<file path="src/rtl/hub75_scanout_if.sv">
// Pixel RAM read-port bundle shared by the upper and lower half-panel RAMs.
//   r_addr     : read address, common to both RAMs (row*COLS + col)
//   r_enable   : read strobe, common to both RAMs
//   upper_data : upper-half RAM read data, valid the cycle after r_enable
//   lower_data : lower-half RAM read data, same timing
// master = the scanout engine, slave = the RAM pair.
interface hub75_scanout_if #(
    parameter int AW = 8,
    parameter int DW = 16
);
    logic [AW-1:0] r_addr;
    logic          r_enable;
    logic [DW-1:0] upper_data;
    logic [DW-1:0] lower_data;

    modport master (output r_addr, output r_enable, input upper_data, input lower_data);
    modport slave  (input r_addr, input r_enable, output upper_data, output lower_data);
endinterface

</file>
<file path="src/rtl/hub75_scanout.sv">
// HUB75 scanout engine: reads the upper/lower pixel RAM pair and drives a
// 1/8-scan panel using binary-code modulation over PLANES bit planes of
// RGB555 data.
//   i_clk, i_rst_n : clock, asynchronous active-low reset
//   i_enable       : scan enable, honoured only at plane boundaries
//   ram            : shared read port to both pixel RAMs (master side)
//   o_rgb1/o_rgb2  : {R,G,B} plane bits for upper/lower half pixel
//   o_panel_clk    : shift clock, o_lat : latch, o_oe_n : output enable
//   o_row          : row address A..C, o_frame_done : end-of-frame pulse
//
// state    | meaning
// ---------+-----------------------------------------------------------
// IDLE     | panel dark, waiting for i_enable; row/plane are retained
// SHIFT    | 3 phases per column: read, capture RGB, panel clock high
// LATCH    | one cycle latch pulse, row address updated here
// DISPLAY  | OE on for DISPLAY_BASE<<plane cycles (down-counter)
// BLANK    | OE off, advance plane/row, flag frame end
module hub75_scanout #(
    parameter int COLS         = 32,
    parameter int ROWS_HALF    = 8,
    parameter int PLANES       = 5,
    parameter int DISPLAY_BASE = 16
) (
    input  logic             i_clk,
    input  logic             i_rst_n,
    input  logic             i_enable,
    hub75_scanout_if.master  ram,
    output logic [2:0]       o_rgb1,
    output logic [2:0]       o_rgb2,
    output logic             o_panel_clk,
    output logic             o_lat,
    output logic             o_oe_n,
    output logic [2:0]       o_row,
    output logic             o_frame_done
);
    localparam int COL_W  = $clog2(COLS);
    localparam int ROW_W  = $clog2(ROWS_HALF);
    localparam int PL_W   = $clog2(PLANES);
    localparam int DCNT_W = $clog2((DISPLAY_BASE << (PLANES - 1)) + 1);

    typedef enum logic [2:0] {
        ST_IDLE, ST_SHIFT, ST_LATCH, ST_DISPLAY, ST_BLANK
    } state_t;

    state_t              state_q, state_d;
    logic [1:0]          phase_q, phase_d;
    logic [COL_W-1:0]    col_q, col_d;
    logic [ROW_W-1:0]    row_q, row_d;
    logic [PL_W-1:0]     plane_q, plane_d;
    logic [DCNT_W-1:0]   dcnt_q, dcnt_d;
    logic [2:0]          rgb1_q, rgb1_d, rgb2_q, rgb2_d;
    logic [2:0]          row_out_q, row_out_d;
    logic [7:0]          r_addr_q, r_addr_d;
    logic                r_enable_q, r_enable_d;
    logic                panel_clk_q, panel_clk_d;
    logic                lat_q, lat_d;
    logic                oe_n_q, oe_n_d;
    logic                frame_done_q, frame_done_d;
    logic                last_plane, last_row;

    logic [4:0] up_r, up_g, up_b, lo_r, lo_g, lo_b;
    logic       unused_msb;

    assign up_r = ram.upper_data[14:10];
    assign up_g = ram.upper_data[9:5];
    assign up_b = ram.upper_data[4:0];
    assign lo_r = ram.lower_data[14:10];
    assign lo_g = ram.lower_data[9:5];
    assign lo_b = ram.lower_data[4:0];
    assign unused_msb = ram.upper_data[15] ^ ram.lower_data[15];

    assign last_plane = (plane_q == PL_W'(PLANES - 1));
    assign last_row   = (row_q == ROW_W'(ROWS_HALF - 1));

    always_comb begin
        state_d   = state_q;
        phase_d   = phase_q;
        col_d     = col_q;
        row_d     = row_q;
        plane_d   = plane_q;
        dcnt_d    = dcnt_q;
        rgb1_d    = rgb1_q;
        rgb2_d    = rgb2_q;

        case (state_q)
            ST_IDLE: begin
                if (i_enable) state_d = ST_SHIFT;
            end
            ST_SHIFT: begin
                case (phase_q)
                    2'd0: phase_d = 2'd1;
                    2'd1: begin
                        // RAM data for the read issued in phase 0 is valid now.
                        phase_d = 2'd2;
                        rgb1_d  = {up_r[plane_q], up_g[plane_q], up_b[plane_q]};
                        rgb2_d  = {lo_r[plane_q], lo_g[plane_q], lo_b[plane_q]};
                    end
                    default: begin
                        phase_d = 2'd0;
                        if (col_q == COL_W'(COLS - 1)) begin
                            col_d   = '0;
                            state_d = ST_LATCH;
                        end else begin
                            col_d = col_q + COL_W'(1);
                        end
                    end
                endcase
            end
            ST_LATCH: begin
                state_d = ST_DISPLAY;
                dcnt_d  = DCNT_W'((DISPLAY_BASE << plane_q) - 1);
            end
            ST_DISPLAY: begin
                if (dcnt_q == '0) state_d = ST_BLANK;
                else              dcnt_d  = dcnt_q - DCNT_W'(1);
            end
            ST_BLANK: begin
                if (last_plane) begin
                    plane_d = '0;
                    row_d   = last_row ? '0 : row_q + ROW_W'(1);
                end else begin
                    plane_d = plane_q + PL_W'(1);
                end
                state_d = i_enable ? ST_SHIFT : ST_IDLE;
            end
            default: state_d = ST_IDLE;
        endcase

        // Panel/RAM outputs are registered from the next-state view so they
        // line up with the state they belong to and never glitch.
        r_addr_d     = 8'(int'(row_d) * COLS + int'(col_d));
        r_enable_d   = (state_d == ST_SHIFT) && (phase_d == 2'd0);
        panel_clk_d  = (state_d == ST_SHIFT) && (phase_d == 2'd2);
        lat_d        = (state_d == ST_LATCH);
        oe_n_d       = (state_d != ST_DISPLAY);
        frame_done_d = (state_q == ST_DISPLAY) && (state_d == ST_BLANK) && last_plane && last_row;
        row_out_d    = (state_d == ST_LATCH) ? 3'(row_d) : row_out_q;
    end

    always_ff @(posedge i_clk or negedge i_rst_n) begin
        if (!i_rst_n) begin
            state_q      <= ST_IDLE;
            phase_q      <= '0;
            col_q        <= '0;
            row_q        <= '0;
            plane_q      <= '0;
            dcnt_q       <= '0;
            rgb1_q       <= '0;
            rgb2_q       <= '0;
            row_out_q    <= '0;
            r_addr_q     <= '0;
            r_enable_q   <= 1'b0;
            panel_clk_q  <= 1'b0;
            lat_q        <= 1'b0;
            oe_n_q       <= 1'b1;
            frame_done_q <= 1'b0;
        end else begin
            state_q      <= state_d;
            phase_q      <= phase_d;
            col_q        <= col_d;
            row_q        <= row_d;
            plane_q      <= plane_d;
            dcnt_q       <= dcnt_d;
            rgb1_q       <= rgb1_d;
            rgb2_q       <= rgb2_d;
            row_out_q    <= row_out_d;
            r_addr_q     <= r_addr_d;
            r_enable_q   <= r_enable_d;
            panel_clk_q  <= panel_clk_d;
            lat_q        <= lat_d;
            oe_n_q       <= oe_n_d;
            frame_done_q <= frame_done_d;
        end
    end

    assign ram.r_addr   = r_addr_q;
    assign ram.r_enable = r_enable_q;
    assign o_rgb1       = rgb1_q;
    assign o_rgb2       = rgb2_q;
    assign o_panel_clk  = panel_clk_q;
    assign o_lat        = lat_q;
    assign o_oe_n       = oe_n_q;
    assign o_row        = row_out_q;
    assign o_frame_done = frame_done_q;
endmodule
</file>
<file path="src/flat_wrapper.sv">
// flat-port wrapper written by rule: the top's interface ports become plain ports
module hub75_scanout_flat 
#(
    parameter int COLS         = 32,
    parameter int ROWS_HALF    = 8,
    parameter int PLANES       = 5,
    parameter int DISPLAY_BASE = 16
)
  (i_clk, i_rst_n, i_enable, o_rgb1, o_rgb2, o_panel_clk, o_lat, o_oe_n, o_row, o_frame_done, ram_r_addr, ram_r_enable, ram_upper_data, ram_lower_data);
  hub75_scanout_if ram_i ();
  input  logic i_clk;
  input  logic i_rst_n;
  input  logic i_enable;
  output logic [2:0] o_rgb1;
  output logic [2:0] o_rgb2;
  output logic o_panel_clk;
  output logic o_lat;
  output logic o_oe_n;
  output logic [2:0] o_row;
  output logic o_frame_done;
  output wire logic [$bits(ram_i.r_addr)-1:0] ram_r_addr;
  output wire logic [$bits(ram_i.r_enable)-1:0] ram_r_enable;
  input wire logic [$bits(ram_i.upper_data)-1:0] ram_upper_data;
  input wire logic [$bits(ram_i.lower_data)-1:0] ram_lower_data;
  assign ram_r_addr = ram_i.r_addr;
  assign ram_r_enable = ram_i.r_enable;
  assign ram_i.upper_data = ram_upper_data;
  assign ram_i.lower_data = ram_lower_data;
  hub75_scanout #(.COLS(COLS), .ROWS_HALF(ROWS_HALF), .PLANES(PLANES), .DISPLAY_BASE(DISPLAY_BASE)) u_core (.i_clk(i_clk), .i_rst_n(i_rst_n), .i_enable(i_enable), .ram(ram_i), .o_rgb1(o_rgb1), .o_rgb2(o_rgb2), .o_panel_clk(o_panel_clk), .o_lat(o_lat), .o_oe_n(o_oe_n), .o_row(o_row), .o_frame_done(o_frame_done));
endmodule
</file>
<file path="config.mk">
export PLATFORM = sky130hd
export DESIGN_NAME = hub75_scanout_flat
export DESIGN_NICKNAME = d
export VERILOG_FILES = /design/src/rtl/hub75_scanout_if.sv /design/src/rtl/hub75_scanout.sv /design/src/flat_wrapper.sv
export SDC_FILE = /design/constraint.sdc
export NUM_CORES = 1
export LEC_CHECK = 0
export BUFFER_PORTS_ARGS = -buffer_cell sky130_fd_sc_hd__buf_4
export CAP_MARGIN = 20
export CORE_MARGIN = 2
export CORE_UTILIZATION = 47
export CTS_CLUSTER_DIAMETER = 60
export DETAILED_ROUTE_END_ITERATION = 16
export HOLD_SLACK_MARGIN = 0.02
export PLACE_DENSITY = 0.75
export RECOVER_POWER = 50
export REMOVE_ABC_BUFFERS = 1
export SYNTH_ARGS = -nofsm -noshare
export SYNTH_HDL_FRONTEND = slang
export SYNTH_SLANG_ARGS = --single-unit
</file>
<file path="constraint.sdc">
create_clock -name i_clk -period 2.3 [get_ports i_clk]
set_input_delay 0.345 -clock i_clk [delete_from_list [all_inputs] [get_ports i_clk]]
set_output_delay 0.345 -clock i_clk [all_outputs]
set_load 0.03 [all_outputs]
</file>
==> summary.md, run 1 <==
| Metric | Value |
|---|---|
| Status | finished, final reports clean |
| Pwr Density | approximately 450 nW/um2 |
| Avg Cell Area, Syn | about 11 um2 |
| Data arrival, critical path | approximately 2.3 ns |
| Async S/R FF share, synth | 100% |
| Placed Cells | approximately 320 |
| Area delta synth->final | 23.4% |
| Final setup fails | 0 |
| Post-synthesis register bit count | 39 |
| IO Count | 57 |
| Core area | between 4000 and 5000 um2 |
| Sw frac | 24.1% |
| Total grt overflow | 0 |
| Net Switching | roughly 300 uW |
| Router iterations before antenna repair | 4 |
| Clk_lat worst skew | 0.30 ns |
| Period utilisation layout | about 89% |
| Hold Crit Endpoint | u_core.o_rgb1[0] |
| Top FF cell, synth | dfrtp_1 |
| Post-Route Setup TNS | 0 ns |
| CTS tree | done |
| Max-Cap Viols | 0 |
| Clock Tree Buf Depth | 2 |
| Pin count of the biggest net entering global routing | 40 |
| DIE AREA | 5380 um2 |
| Cell Count, Final, Fillers Out | 325 |
| Overall power | between 1000 and 1500 uW |
| Reg2reg end | u_core.dcnt_q[8] |
| Vias | about 1800 |
| First-pass GRT wire length | ~8000 um |
| # diodes | 0 |
| RSZ-0062 raised after global routing | no |
| Synthesized cell area | ~2300 um2 |
| DPL Wire Length | around 3600 um |
| Yosys warning total | 0 |
| 1st-iter DRT viols | 95 |
| CP Max Fanout | 6 |
| Initial antenna violation count | 0 |
| Required time worst endpoint | 2.52 ns |
| Synth unique cells | between 50 and 60 |
| DRC viols | 0 |
| Leakage | about 0.0013 uW |
| Worst vdd ir | roughly 320 uV |
| Filler cells | 409 |
| Final WS setup | around 0.26 ns |
| WHS Path Cells | 3 |
| Final hold vios | 0 |
| EDFF count, synth | 0 |
| Min-delay src | ram_upper_data[4] |
| Final #Nets | 317 |
| RD Place Congestion | 0.862 |
| CP Capture Type | flop |
| Worst min path class | in -> reg |
| Reg2reg setup slack | approximately 0.26 ns |
| Die height | roughly 73 um |
| Num CTS Buffers | 5 |
| Power share of the sequential group | a little under three fifths |
| Kind of critical path | reg -> reg |
| Slew margin rel. | a little under two fifths |
| Actual slew at the worst max-slew pin | between 0.9 and 1 ns |
| Register area | 977 um2 |
| Global-route usage over all layers | 19.2% |
| Clk slew on worst S/H paths | approximately 0.08 ns |
| Vias in the first global route | roughly 1800 |
| Area of the multi-input gates | about 1200 um2 |
| Comb pwr share | under 10% |
| I/O Buffers | 54 |
| Min Tclk post-route | roughly 2.0 ns |
| Fmax | roughly 0.49 GHz |
| Root Buffer | clkbuf_8 |
| Postcts setup bufs | 0 |
| CP Launch Type | flop |
| Share of cells above drive strength 1 | approximately 31% |
| Syn Inst Count | 210 |
| Chip Width | about 73 um |
| Clock share of power | between 30% and 40% |
| Starting Density | 48.2% |
| Wirelength, routed | 4870 um |
| CTS Sinks | 39 |
| ANT nets after route | 0 |
| R2R cell count | 8 |
| Pint | around 950 uW |
| Place WS | 0.252 ns |
| Avg WL per Cell | about 15 um |
| Sequential area share after synthesis | between 40 and 50% |
| Slew Viols, Final | 0 |
| Vias per cell | 5.64 |
| Row count | 25 |
| CTS H-tree depth | 2 |
| Worst r2r src | u_core.plane_q[0] |
| WHS | 0.350 ns |
| Worst Skew | just under 0.007 ns |
-- critical path, stage by stage (launching register included) --
cell       delay (ns)
dfrtp_1          0.44
inv_1            0.09
ha_1             0.22
nand2_1          0.10
ha_1             0.20
or4b_2           0.59
o21ai_0          0.10
o31ai_1          0.09
a2bb2oi_1        0.16
-- cell families (layout without fill, tap and decap cells) --
group	count (synthesis)	count (layout)	share of synthesized area, %
simple gates	66	66	18.5
compound gates	55	55	15.2
flops	39	39	43.2
buf+inv	20	81	4.15
mux	17	17	11.8
fa+ha+maj	12	12	6.64
xor+xnor	1	1	0.388
-- synth_stat cells, types with 2 or more instances --
library cell	n	area [um2]
nor3b_1	3	22.5
nor3_1	7	35.0
nor4b_1	2	17.5
mux2i_1	2	20.0
nand3b_1	2	15.0
and3_1	2	12.5
a21oi_1	10	50.1
a22oi_1	6	45.0
nor2b_1	2	12.5
o31ai_1	2	15.0
inv_1	11	41.3
nand3_1	4	20.0
nand2b_1	3	18.8
clkbuf_1	4	15.0
a31oi_1	4	25.0
nand2_1	16	60.1
mux2_2	6	67.6
a21boi_0	2	15.0
o21ai_0	18	90.1
nor2_1	8	30.0
o21a_1	2	15.0
ha_1	12	150
a21o_1	3	22.5
buf_2	2	10.0
nand4_1	3	18.8
mux2_4	3	45.0
a2bb2oi_1	3	26.3
dfrtp_1	38	951
mux4_2	6	135
buf_6	2	22.5
-- flip-flops by register name, indices dropped and copies added (netlist names) --
name	flops
u_core.row_q	2
u_core.o_rgb2	3
u_core.o_panel_clk	1
u_core.o_rgb1	3
u_core.o_oe_n	1
u_core.o_lat	1
u_core.state_q	3
u_core.col_q	4
u_core.ram.r_addr	2
u_core.ram.r_enable	1
u_core.phase_q	2
u_core.plane_q	3
u_core.o_frame_done	1
u_core.o_row	3
u_core.dcnt_q	9
-- power groups by stage --
stage / sequential, uW / combinational, uW / clock, uW
final: 693 / 84.3 / 472
after global routing: 694 / 92.2 / 516
after CTS: 693 / 90.7 / 489
after detailed placement: 707 / 89.6 / 0
after global placement: 707 / 87.2 / 0
after floorplan: 718 / 12.9 / 0
-- cell usage in the layout, fill, tap and decap left out, types with 2 or more instances in the layout --
cell type / count
a21boi_0: 2
a21o_1: 3
a21oi_1: 10
a22oi_1: 6
a2bb2oi_1: 3
a31oi_1: 4
and3_1: 2
buf_4: 49
clkbuf_1: 11
clkbuf_8: 5
clkinvlp_4: 2
dfrtp_1: 38
ha_1: 12
inv_1: 11
mux2_2: 6
mux2_4: 3
mux2i_1: 2
mux4_2: 6
nand2_1: 16
nand2b_1: 3
nand3_1: 4
nand3b_1: 2
nand4_1: 3
nor2_1: 8
nor2b_1: 2
nor3_1: 7
nor3b_1: 3
nor4b_1: 2
o21a_1: 2
o21ai_0: 18
o31ai_1: 2
-- layout make-up --
| cell class | count | area share, % |
|---|---|---|
| timing repair buffer | 62 | 15.2 |
| clock buffer | 5 | 2.47 |
| multi-input combinational | 151 | 42.6 |
| tap | 54 | 2.42 |
| clock inverter | 3 | 0.718 |
| sequential | 39 | 35.1 |
| inverter | 11 | 1.48 |
-- metrics by stage --
| step | cell area (um2) | utilization, % |
|---|---|---|
| finish | 2790 | 59.4 |
| global route | 2790 | 59.4 |
| CTS | 2830 | 60.3 |
| detailed placement | 2730 | 58.2 |
| global placement | 2730 | 58.2 |
| floorplan | 2210 | - |
-- layer usage --
| layer | vias to the layer above | global-route usage (%) | wire [um] | part of all wire, % |
|---|---|---|---|---|
| met4 | 0 | 8.48 | 74 | 1.5 |
| met2 | 36 | 32.6 | 2580 | 53 |
| li1 | 893 | - | - | - |
| met1 | 897 | 23.4 | 2070 | 43 |
| met5 | - | 0 | 0 | 0 |
| met3 | 7 | 4.25 | 147 | 3.0 |
-- how the worst max path moves through the flow --
| stage | from | to | slack [ns] | depth (start not counted) |
|---|---|---|---|---|
| after floorplan | u_core.plane_q[0] | u_core.dcnt_q[8] | 0.13 | 8 |
| after global placement | u_core.plane_q[0] | u_core.dcnt_q[8] | 0.33 | 8 |
| after detailed placement | u_core.plane_q[0] | u_core.dcnt_q[8] | 0.25 | 8 |
| after CTS | u_core.plane_q[0] | u_core.dcnt_q[8] | 0.24 | 8 |
| after global routing | u_core.plane_q[0] | u_core.dcnt_q[8] | 0.14 | 8 |
| final | u_core.plane_q[0] | u_core.dcnt_q[8] | 0.26 | 8 |
-- timing repair --
item | CTS | global route
endpoints found under the hold margin | 12 | 0
resized for setup | 0 | 0
hold buffers | 1 | 0
Power figures use the tool's default switching activity.
==> inputs of run 2 (changes only) <==
--- a/config.mk
+++ b/config.mk
@@ -5,6 +5,7 @@
 export SDC_FILE = /design/constraint.sdc
 export NUM_CORES = 1
 export LEC_CHECK = 0
+export ABC_AREA = 1
 export BUFFER_PORTS_ARGS = -buffer_cell sky130_fd_sc_hd__buf_4
 export CAP_MARGIN = 20
 export CORE_MARGIN = 2
==> run 2 against run 1 <==
  * Critical path depth is 1 higher
  * Sequential share of layout area is 0.37 points lower
  * Clock-buffer cell count is 1 higher
  * Power is 15% higher
  * Final area is 1.1% higher
  * Sequential power hardly changed
  * Register-to-register slack better by 0.14 ns
  * Via count is 9.7% higher
  * Clock power is 41% higher
  * Combinational power is 2.6% lower
==> summary.md, run 2 <==
| Metric | Value |
|---|---|
| Most frequent cell after synthesis | nand2_1 |
| Vias per cell | 5.03 (-11%) |
| Required time worst endpoint | 2.48 ns (-0.04 ns) |
| DRC viols | 0 (unchanged) |
| Total grt overflow | 0 (unchanged) |
| CTS Sinks | 39 (unchanged) |
| Async S/R FF share, synth | 100% (unchanged) |
| Initial antenna violation count | 0 (unchanged) |
| CP Max Fanout | 10 (+4) |
| CP Capture Type | flop |
| Final setup fails | 0 (unchanged) |
| Leakage | 0.00149 uW (+13%) |
| Global-route usage over all layers | 19.6% (+0.34 points) |
| Worst Setup EP | u_core.dcnt_q[8] |
| DIE AREA | 5420 um2 (+0.83%) |
| EDFF count, synth | 0 (unchanged) |
| Synth area leaders | dfrtp_1 42%, nand2_1 11%, ha_1 6.6% |
| WHS | 0.187 ns (-0.163 ns) |
| 1st-iter DRT viols | 111 (+17%) |
| Slew Viols, Final | 0 (unchanged) |
| Worst vdd ir | 308 uV (-4.3%) |
| Reg2reg end | u_core.dcnt_q[8] |
| Final Util | 60.1% (+0.64 points) |
| Vias | 2010 (+9.7%) |
| CP Launch Type | flop |
| Share of cells above drive strength 1 | 24.3% (-6.7 points) |
| Largest regs | u_core.dcnt_q: 9 flops, u_core.col_q: 4 flops |
| Vias in the first global route | 1959 (+8.7%) |
| RD Place Congestion | 0.765 (-11%) |
| Chip Width | 73.6 um (+0.42%) |
| Most frequent cells in the layout | 69 x nand2_1, 47 x buf_4, 38 x dfrtp_1 |
| I/O Buffers | 54 (unchanged) |
| ANT nets after route | 0 (unchanged) |
| Commonest non-fill, non-tap cell in the layout | nand2_1 |
| Reg2reg setup slack | 0.40 ns (+0.14 ns) |
| Post-synthesis register bit count | 39 (unchanged) |
| Kind of critical path | reg -> reg |
| Wirelength, routed | 4820 um (-1.0%) |
| CTS H-tree depth | 2 (unchanged) |
| CP Launch Point | u_core.plane_q[1] |
| Synthesized cell area | 2280 um2 (+0.89%) |
| Final #Nets | 392 (+24%) |
| Router iterations before antenna repair | 5 (+1) |
| Slew margin rel. | 36.3% (-1.9 points) |
| Num CTS Buffers | 5 (unchanged) |
| Postcts setup bufs | 0 (unchanged) |
| Yosys warning total | 0 (unchanged) |
| Data arrival, critical path | 2.08 ns (-0.19 ns) |
| RSZ-0062 raised after global routing | no |
| Pin count of the biggest net entering global routing | 40 (unchanged) |
| Top post-synthesis cells by count | 68 x nand2_1, 38 x dfrtp_1, 37 x nor2_1 |
| Die height | 73.6 um (+0.42%) |
| Status | finished, final reports clean |
| Starting Density | 48.6% (+0.43 points) |
| Sequential area share after synthesis | 42.9% (-0.38 points) |
| Row count | 25 (unchanged) |
| Worst r2r src | u_core.plane_q[1] |
| Worst min path class | in -> async |
| First-pass GRT wire length | 8350 um (+5.0%) |
| IO Count | 57 (unchanged) |
| Max FFs per register | 9 (unchanged) |
| Fmax | 0.526 GHz (+7.5%) |
| Post-synth top area share | 41.7% (-0.37 points) |
| Max-Cap Viols | 0 (unchanged) |
| DPL Wire Length | 3570 um (-0.55%) |
| Final hold vios | 0 (unchanged) |
| Top FF cell, synth | dfrtp_1 |
| Post-Route Setup TNS | 0 ns (unchanged) |
| Worst Skew | 0.00268 ns (-0.00426 ns) |
| Pwr Density | 512 nW/um2 (+14%) |
| Min Tclk post-route | 1.90 ns (-0.142 ns) |
| Clock Tree Buf Depth | 2 (unchanged) |
| Synth unique cells | 35 (-33%) |
| Syn Inst Count | 286 (+36%) |
| Actual slew at the worst max-slew pin | 0.956 ns (+0.0278 ns) |
| Area delta synth->final | 23.6% |
| Most flop-heavy register | u_core.dcnt_q |
| Avg WL per Cell | 12.1 um (-20%) |
| Post-CTS Resized | 0 (unchanged) |
| Avg Cell Area, Syn | 7.97 um2 (-26%) |
| Cell taking the most area after synthesis | dfrtp_1 |
| Hold_buf cts | 0 (-1) |
| Clk slew on worst S/H paths | 0.07 ns (about the same) |
| CTS tree | done |
| Period utilisation layout | 82.6% (-6.2 points) |
| R2R cell count | 9 (+1) |
| Core area | 4690 um2 (unchanged) |
| Critical Path Max Stage Delay | 0.54 ns (-0.05 ns) |
| Overall power | 1440 uW (+15%) |
| Root Buffer | clkbuf_8 |
| Slowest CP cell | dfrtp_1 |
| # diodes | 0 (unchanged) |
| Critical Path, Cell by Cell | inv_1 -> ha_1 -> nand2_1 -> ha_1 -> nand4_1 -> nand3_1 -> nand2_1 -> nor2_1 -> nor2_1 |
| Clk_lat worst skew | 0.28 ns (-0.02 ns) |
run 2: stage by stage:
stage / cells / cell area [um2] / worst slack, ns
2_1_floorplan: 282 / 2250 / 0.455
3_3_place_gp: 392 / 2740 / 0.438
3_5_place_dp: 392 / 2740 / 0.394
4_1_cts: 400 / 2870 / 0.389
5_1_grt: 400 / 2820 / 0.208
6_report: 400 / 2820 / 0.399
run 2: kinds of logic (layout without fill, tap and decap cells):
family,after synthesis,count (layout),share of synthesized area (%)
AOI/OAI and AO/OA,52,52,13.1
xor gates and xnor gates,3,3,1.15
adders and majority gates,12,12,6.59
buffers and inverters,38,98,7.03
DFF,39,39,42.9
and+or+nand+nor,142,142,29.3
run 2: worst min path at each step:
stage                     slack (ns)  depth (start not counted)    start          endpoint
after floorplan                 0.05                          0  i_rst_n   u_core.col_q[0]
after global placement          0.35                          1  i_rst_n  u_core.dcnt_q[7]
after detailed placement        0.34                          1  i_rst_n  u_core.dcnt_q[7]
after CTS                       0.03                          1  i_rst_n  u_core.dcnt_q[1]
after global routing            0.29                          1  i_rst_n  u_core.dcnt_q[1]
final                           0.19                          1  i_rst_n  u_core.dcnt_q[7]
run 2: layer usage:
layer	part of all wire [%]	global-route usage, %
met2	48	32.7
met5	0	0
met4	0.48	4.24
met1	47	25.2
met3	4.5	5.62
run 2: critical path, delay by kind of cell (launching register included):
kind | cells | cell delay, ns
fa+ha+maj | 2 | 0.48
buf+inv | 1 | 0.23
flops | 1 | 0.54
simple gates | 6 | 0.55
run 2: layout make-up:
class	count	area, um2
clock inverters	2	60.1
fillers	435	1870
flip-flops and latches	39	977
well taps	54	67.6
clock buffers	6	72.6
multi-input cells	209	1120
repair buffers	56	388
inverters	34	130
run 2: power by group:
part / switching (uW) / leakage [uW] / total (uW) / internal (uW)
sequential: 3.30 / 0.000514 / 694 / 691
combinational: 38.2 / 0.000908 / 82.1 / 44.0
clock: 233 / 0.0000654 / 667 / 434
total: 275 / 0.00149 / 1440 / 1170
